## src/rtl/usb_rx_decoder.sv

```systemverilog
// HS receive path after data recovery: NRZI decode, SYNC hunt, bit-unstuffing,
// EOP (stuff violation) detection and LSB-first byte assembly.
//
// state | meaning
// HUNT  | waiting for a long run of decoded 0s terminated by a 1 (SYNC)
// DATA  | inside a packet, unstuffing and assembling bytes
// DRAIN | babble seen, silently waiting for the next EOP
module usb_rx_decoder #(
  parameter int SYNC_MIN_ZEROS = 12,
  parameter int STUFF_RUN      = 6,
  parameter int MAX_PKT_BYTES  = 1027
) (
  input  logic       clock,
  input  logic       reset,
  input  logic       bit_in,
  input  logic       bit_valid,
  output logic [7:0] rx_data,
  output logic       rx_valid,
  output logic       rx_active,
  output logic       rx_error
);

  localparam int RW = $clog2(STUFF_RUN + 2);
  localparam logic [RW-1:0] RUN_EOP  = RW'(STUFF_RUN);
  localparam logic [RW-1:0] RUN_SAT  = RW'(STUFF_RUN + 1);
  localparam logic [4:0]    SYNC_MIN = 5'(SYNC_MIN_ZEROS);
  localparam logic [10:0]   PKT_MAX  = 11'(MAX_PKT_BYTES);

  typedef enum logic [1:0] {HUNT, DATA, DRAIN} state_t;

  state_t        state_q, state_d;
  logic          prev_q, prev_d;
  logic [RW-1:0] ones_q, ones_d;
  logic [4:0]    zero_q, zero_d;
  logic [2:0]    bit_q, bit_d;
  logic [10:0]   byte_q, byte_d;
  logic [7:0]    shift_q, shift_d;
  logic [7:0]    data_q, data_d;
  logic          valid_q, valid_d;
  logic          active_q, active_d;
  logic          error_q, error_d;
  logic          dec;

  assign dec = ~(bit_in ^ prev_q);

  always_ff @(posedge clock or negedge reset) begin
    if (!reset) begin
      state_q  <= HUNT;
      prev_q   <= 1'b1;
      ones_q   <= '0;
      zero_q   <= '0;
      bit_q    <= '0;
      byte_q   <= '0;
      shift_q  <= '0;
      data_q   <= '0;
      valid_q  <= 1'b0;
      active_q <= 1'b0;
      error_q  <= 1'b0;
    end else begin
      state_q  <= state_d;
      prev_q   <= prev_d;
      ones_q   <= ones_d;
      zero_q   <= zero_d;
      bit_q    <= bit_d;
      byte_q   <= byte_d;
      shift_q  <= shift_d;
      data_q   <= data_d;
      valid_q  <= valid_d;
      active_q <= active_d;
      error_q  <= error_d;
    end
  end

  always_comb begin
    state_d  = state_q;
    prev_d   = prev_q;
    ones_d   = ones_q;
    zero_d   = zero_q;
    bit_d    = bit_q;
    byte_d   = byte_q;
    shift_d  = shift_q;
    data_d   = data_q;
    valid_d  = 1'b0;
    active_d = active_q;
    error_d  = 1'b0;

    if (bit_valid) begin
      prev_d = bit_in;
      if (dec) ones_d = (ones_q == RUN_SAT) ? ones_q : ones_q + RW'(1);
      else     ones_d = '0;

      case (state_q)
        HUNT: begin
          if (!dec) begin
            zero_d = (zero_q == 5'd31) ? zero_q : zero_q + 5'd1;
          end else begin
            zero_d = '0;
            if (zero_q >= SYNC_MIN) begin
              state_d  = DATA;
              bit_d    = '0;
              byte_d   = '0;
              ones_d   = '0;
              active_d = 1'b1;
            end
          end
        end
        DATA: begin
          if (ones_q == RUN_EOP && dec) begin
            // a good EOP leaves exactly 7 unstuffed bits (0 + six 1s) pending
            state_d  = HUNT;
            active_d = 1'b0;
            error_d  = (bit_q != 3'd7);
          end else if (ones_q != RUN_EOP) begin
            shift_d = {dec, shift_q[7:1]};
            bit_d   = bit_q + 3'd1;
            if (bit_q == 3'd7) begin
              if (byte_q == PKT_MAX) begin
                state_d  = DRAIN;
                active_d = 1'b0;
                error_d  = 1'b1;
              end else begin
                data_d  = {dec, shift_q[7:1]};
                valid_d = 1'b1;
                byte_d  = byte_q + 11'd1;
              end
            end
          end
        end
        DRAIN: begin
          if (ones_q == RUN_EOP && dec) state_d = HUNT;
        end
        default: state_d = HUNT;
      endcase
    end
  end

  assign rx_data   = data_q;
  assign rx_valid  = valid_q;
  assign rx_active = active_q;
  assign rx_error  = error_q;

endmodule

```

## config.mk

```make
export PLATFORM = sky130hd
export DESIGN_NAME = usb_rx_decoder
export DESIGN_NICKNAME = d
export VERILOG_FILES = /design/src/rtl/usb_rx_decoder.sv
export SDC_FILE = /design/constraint.sdc
export NUM_CORES = 1
export LEC_CHECK = 0
export CAP_MARGIN = 0
export CORE_AREA = 5 5 52 100
export DETAILED_ROUTE_END_ITERATION = 7
export DIE_AREA = 0 0 57 105
export PLACE_DENSITY = 0.73
export SLEW_MARGIN = 20
export SYNTH_ARGS = -nofsm -noshare
export SYNTH_HDL_FRONTEND = slang
export SYNTH_SLANG_ARGS = --single-unit
```

## constraint.sdc

```tcl
create_clock -name clock -period 1.7 [get_ports clock]
set_input_delay 0.34 -clock clock [delete_from_list [all_inputs] [get_ports clock]]
set_output_delay 0.34 -clock clock [all_outputs]
set_load 0.02 [all_outputs]
```

Yosys cells after proc, flatten, opt, wreduce, memory -nomap -nowiden
Index checks and enable logic that the tools add are counted.
{"block": "word_totals", "out_inout_bits": 11, "inputBits": 4, "register_bits": 44, "elab_cells": 96}
{"block": "classes", "mux": 46, "n_eq_ne": 20, "n_reduce_logical": 10, "add_sub_neg": 4, "bitwise_logic": 4, "n_lt_le_gt_ge": 1}
{"cell": "$mux W11", "n": 6}
{"cell": "$mux W3", "n": 9}
{"cell": "$pmux W11 S2", "n": 1}
{"cell": "$mux W1", "n": 18}
{"cell": "$ne A2 B2 Y1 const B", "n": 8}
{"cell": "$ne A3 B3 Y1 const B", "n": 5}
{"cell": "$mux W2", "n": 7}
{"cell": "$reduce_and A7 Y1", "n": 2}
{"cell": "$reduce_and A6 Y1", "n": 2}
{"cell": "$add A11 B1 Y11 const B", "n": 1}
{"cell": "$eq A11 B11 Y1 const B", "n": 1}
{"cell": "$mux W5", "n": 2}
{"cell": "$eq A3 B3 Y1 const B", "n": 3}
{"cell": "$reduce_and A8 Y1", "n": 1}
{"cell": "$add A3 B1 Y3 const B", "n": 2}
{"cell": "$pmux W2 S3", "n": 1}
{"cell": "$pmux W3 S2", "n": 1}
{"cell": "$add A5 B1 Y5 const B", "n": 1}
{"cell": "$eq A5 B5 Y1 const B", "n": 1}
{"cell": "$ge A5 B4 Y1 const B", "n": 1}
{"cell": "$reduce_and A4 Y1", "n": 1}
{"cell": "$not A1 Y1", "n": 3}
{"cell": "$reduce_and A3 Y1", "n": 1}
{"cell": "$eq A2 B1 Y1 const B", "n": 1}
{"cell": "6 further kinds", "n": 6}

Longest topological paths before layout
Gate-level depths: netlist of run 1.
{"block": "depth", "ltp_word": 7, "ltp_mapped": 8, "mapped_depth_nobuf": 7}

Worst setup path after synthesis of run 1
OpenSTA, ideal clock, no wires.
{"block": "synth_path", "path_kind": "reg2reg", "from": "register bit_q[0]", "to": "register byte_q[10]", "t_arrival_ns": 1.653, "setup_slack_ns": -0.088, "t_required_ns": 1.565, "n_path_buf": 0, "setup_ns": 0.135, "stages_incl_launch_ff": 7, "synth_period_minus_slack_ns": 1.788, "cell_sequence": "dfrtp_1 -> ha_1 -> ha_1 -> nand4_1 -> or4_1 -> o311ai_1 -> o31ai_1"}
{"block": "synth_via", "elab_chain_len": 3}
{"item": "start, declared", "line_no": "35", "rtl": "logic [2:0] bit_q, bit_d;"}
{"item": "start signal, assigned", "line_no": "64", "rtl": "bit_q <= bit_d;"}
{"item": "$eq A3 B3 Y1", "line_no": "116", "rtl": "if (bit_q == 3'd7) begin"}
{"item": "$ne A2 B2 Y1 (no source line)"}
{"item": "$reduce_and A8 Y1 (no source line)"}
{"item": "end signal, assigned", "line_no": "65", "rtl": "byte_q <= byte_d;"}
{"item": "end, declared", "line_no": "36", "rtl": "logic [10:0] byte_q, byte_d;"}
Every way passes these cells.
A chain may end at the register's enable or synchronous reset.

Final worst setup path of run 1
Ends and elaborated chain as after synthesis.

==> summary.md, run 1 <==
| Metric | Value |
|---|---|
| Multiplexer share of the synthesized area | `0.104` |
| Number of optimization iterations in the first detailed-route pass | `4` |
| Via count of the first global-routing pass | `approximately 1900` |
| Routed wire per std cell | `approximately 16 um` |
| FFs w/ async S/R, synth | `1.00` |
| Finished Layout Cells | `about 330` |
| Gr ovfl total | `0` |
| Post-placement cell area | `~0.0027 mm^2` |
| Post-Place Setup Slack | `-0.365 ns` |
| Share of the clock period used by the worst path after layout | `1.11` |
| Synthesized netlist net count | `210` |
| Clock Tree Root | `clkbuf_8` |
| Power Total | `between 0.002 and 0.003 W` |
| Combinational family with the most area after synthesis | `simple AND/OR/NAND/NOR gates` |
| Status | `finished, violations left` |
| Ratio of cells with drive above 1 in the final layout | `0.456` |
| Ratio of total power to cell area | `around 940 mW/mm^2` |
| Post-route design area | `a little over 0.003 mm^2` |
| Vias per cell | `5.67` |
| Library cell with the largest summed area after synthesis | `dfrtp_1` |
| Top-area cell type share of the netlist area | `0.483` |
| Chip height | `roughly 110 um` |
| Critical Path Start Type | `flip-flop` |
| Count of port buffers added during placement | `14` |
| Setup clock skew after layout | `roughly 0.0058 ns` |
| Post-synthesis cell area | `0.00218 mm^2` |
| Total Routed Length | `roughly 5400 um` |
| Die extent in x | `57 um` |
| Skew-Pair Late Insertion Delay | `0.30 ns` |
| Endpoint of the worst-slack reg-to-reg timing path | `byte_q[10]` |
| Warnings from Yosys | `0` |
| Critical path capture point | `byte_q[10]` |
| Fraction of the yosys area taken by sequential cells | `0.495` |
| Clock Sink Count | `43` |
| Clock edge transition at the registers on the reported setup and hold paths | `approximately 0.09 ns` |
| Placer congestion estimate | `roughly 0.90` |
| Area of the placeable core | `roughly 0.0043 mm^2` |
| Xor-xnor portion of the synthesized cell area | `0.0155` |
| Dpl cells | `between 300 and 400` |
| Count of flip-flops with a built-in enable after synthesis | `0` |
| Maximum vdd ir drop | `a little over 0.7 mV` |
| Clock period minus worst slack | `1.89 ns` |
| Number of nets with antenna violations after routing | `0` |
| Final net count | `~290` |
| Max transition margin | `0.662` |
| Mean instance size in the synthesized netlist | `approximately 11 um^2` |
| Compound-cell area share of the yosys netlist | `0.148` |
| FILL cells | `about 330` |
| Adder-Cell Fraction of Synth Area | `0.0460` |
| Peak clock frequency supported by timing | `between 500 and 600 MHz` |
| Wire length of the first global-routing pass | `8670 um` |
| Data required time of the worst path | `around 1.9 ns` |
| Die Area | `0.00599 mm^2` |
| Synth Instances | `198` |
| Area Growth Syn to Fin | `43.1%` |
| Source of the worst register-to-register timing path | `bit_q[0]` |
| Detailed placer's ending HPWL | `~3700 um` |
| Initial antenna violation count | `0` |
| Most common library cells after synthesis | `dfrtp_1 (42), a21oi_1 (14), nand2_1 (14)` |
| Initial standard-cell utilization of the core | `0.501` |
| Worst setup path startpoint | `bit_q[0]` |
| Final setup violation count | `17` |
| Number of antenna repair diodes | `0` |
| DRC violation count after routing | `0` |
| Largest buffer count on any clock path | `2` |
| Final core occ | `0.717` |
| Arrival time of the worst setup path | `around 2.1 ns` |
| Post-synth top flop | `dfrtp_1` |
| Global routing usage summed across all routing layers | `0.184` |
| Cell types occupying the most area after synthesis | `dfrtp_1 (48%), mux2_2 (4.7%), ha_1 (4.6%)` |
| Drt initial violations | `48` |
| Post-synthesis register bit count | `43` |
| Violated checks | `setup timing` |
| Maximum fanout along the worst path | `7` |
| Type of destination of the critical path | `flip-flop` |
| Synth Area in Simple Gates | `0.156` |
| I/O Pins | `15` |
| Critical path class | `reg -> reg` |
| TritonCTS Buffers | `5` |
| Unrepaired setup endpoints after global routing | `true` |
| Row Count | `34` |
| Pin count of the biggest net entering global routing | `26` |
| Max-capacitance violation count | `0` |
| R2R cell count | `6` |
| Post-route setup slack | `-0.189 ns` |
| Class of the most critical hold timing path | `reg -> reg` |
| Leakage | `1.45 nW` |
| Setup slack of the most critical reg-to-reg path | `-0.19 ns` |
| Post-synth cell types | `slightly below 50` |
| Total vias in the final route | `between 1500 and 2000` |
| Final-report max-slew violation count | `0` |
| Actual slew at the worst max-slew pin | `0.507 ns` |
| TritonCTS clock tree | `yes` |
| Number of H-tree levels | `2` |
| Most repeated cell in the gate-level netlist after synthesis | `dfrtp_1` |
| Fin. Hold Viols | `0` |
per-layer routing:
layer	track usage	wire, um
met1	0.194	2090
met4	0.101	227
met2	0.336	2970
met3	0.0259	113
met5	0	0
area by class of cell:
type | instances | area [um^2] | area share
Clock buffer | 6 | 82.6 | 0.0265
Clock inverter | 2 | 16.3 | 0.00523
Inverter | 12 | 47.5 | 0.0153
Multi-Input combinational cell | 138 | 1230 | 0.394
Sequential cell | 43 | 1080 | 0.346
Tap cell | 54 | 67.6 | 0.0217
Timing Repair Buffer | 73 | 596 | 0.191
report_power, final:
part           total [W]  leakage (nW)  internal (W)  switching [W]
clock           0.000703        0.0474      0.000332       0.000371
sequential       0.00132         0.576       0.00118       0.000138
combinational   0.000908         0.825      0.000467       0.000441
total            0.00293          1.45       0.00198       0.000951
stage by stage:
stage	TNS, ns	hold slack, ns
floorplan	-0.000293	0.0444
CTS	-0.764	0.496
detailed placement	-7.70	0.330
global route	-2.04	0.533
global placement	-6.85	0.321
finish	-0.877	0.512
how the worst min path moves through the flow:
| stage | start | end | slack (ns) | cells after the start |
|---|---|---|---|---|
| floorplan | reset | bit_q[0] | 0.04 | 0 |
| global placement | reset | zero_q[0] | 0.32 | 1 |
| detailed placement | reset | zero_q[0] | 0.33 | 1 |
| CTS | shift_q[1] | rx_data[0] | 0.50 | 1 |
| global route | rx_data[6] | rx_data[6] | 0.53 | 1 |
| finish | rx_data[2] | rx_data[2] | 0.51 | 1 |
worst max-delay path, cell delays in order (launching register included):
cell      delay, ns
dfrtp_1        0.40
ha_2           0.20
ha_4           0.17
nand4_1        0.12
or4_4          0.46
o311ai_4       0.31
o31ai_2        0.10
cells by family after synthesis:
group,Yosys count
adders and majority gates,8
xor gates and xnor gates,3
muxes,20
DFF,43
and+or+nand+nor,59
buffers and inverters,17
AOI/OAI and AO/OA,48
flip-flops by register name (all words and copies together) (netlist names):
signal	flops
rx_data	8
byte_q	11
shift_q	7
bit_q	3
zero_q	5
state_q	2
prev_q	1
rx_valid	1
ones_q	3
rx_error	1
rx_active	1
what timing repair did:
action / CTS / global route
hold buffers: 1 / 0
hold endpoints to repair: 2 / 0
buffers inserted: 3 / 6
gates resized for setup: 14 / 33
pin swaps: 5 / 9
endpoints found under the setup margin: 28 / 35
cells in the final DEF, fill, tap and decap left out, types with 2 or more instances in the layout:
cell type and n:
a22o_1 3, clkdlybuf4s50_1 12, buf_4 57, nand3_1 3, or4_4 4, a31oi_1 3
o31ai_1 4, or4_1 2, mux2i_1 3, nor4b_2 2, ha_2 2, a21o_1 3
mux2_2 9, nand2b_1 5, nor2_2 2, a21oi_1 11, clkbuf_8 6, o21ai_1 2
inv_2 2, nor2_1 5, dfrtp_1 42, o21ai_0 6, mux2_4 8, o31ai_2 2
inv_1 9, ha_4 3, nand2_1 13, nand3_2 2, ha_1 3, nand4_1 8
a21oi_2 3
(Power assumes the default switching activity.)
==> run 2, diff against run 1 <==
Settings changed: CAP_MARGIN 0 to 20, CTS_CLUSTER_SIZE from default to 28.
==> results of run 2 <==
No change in the layout: final DEF, timing and power equal those of run 1.
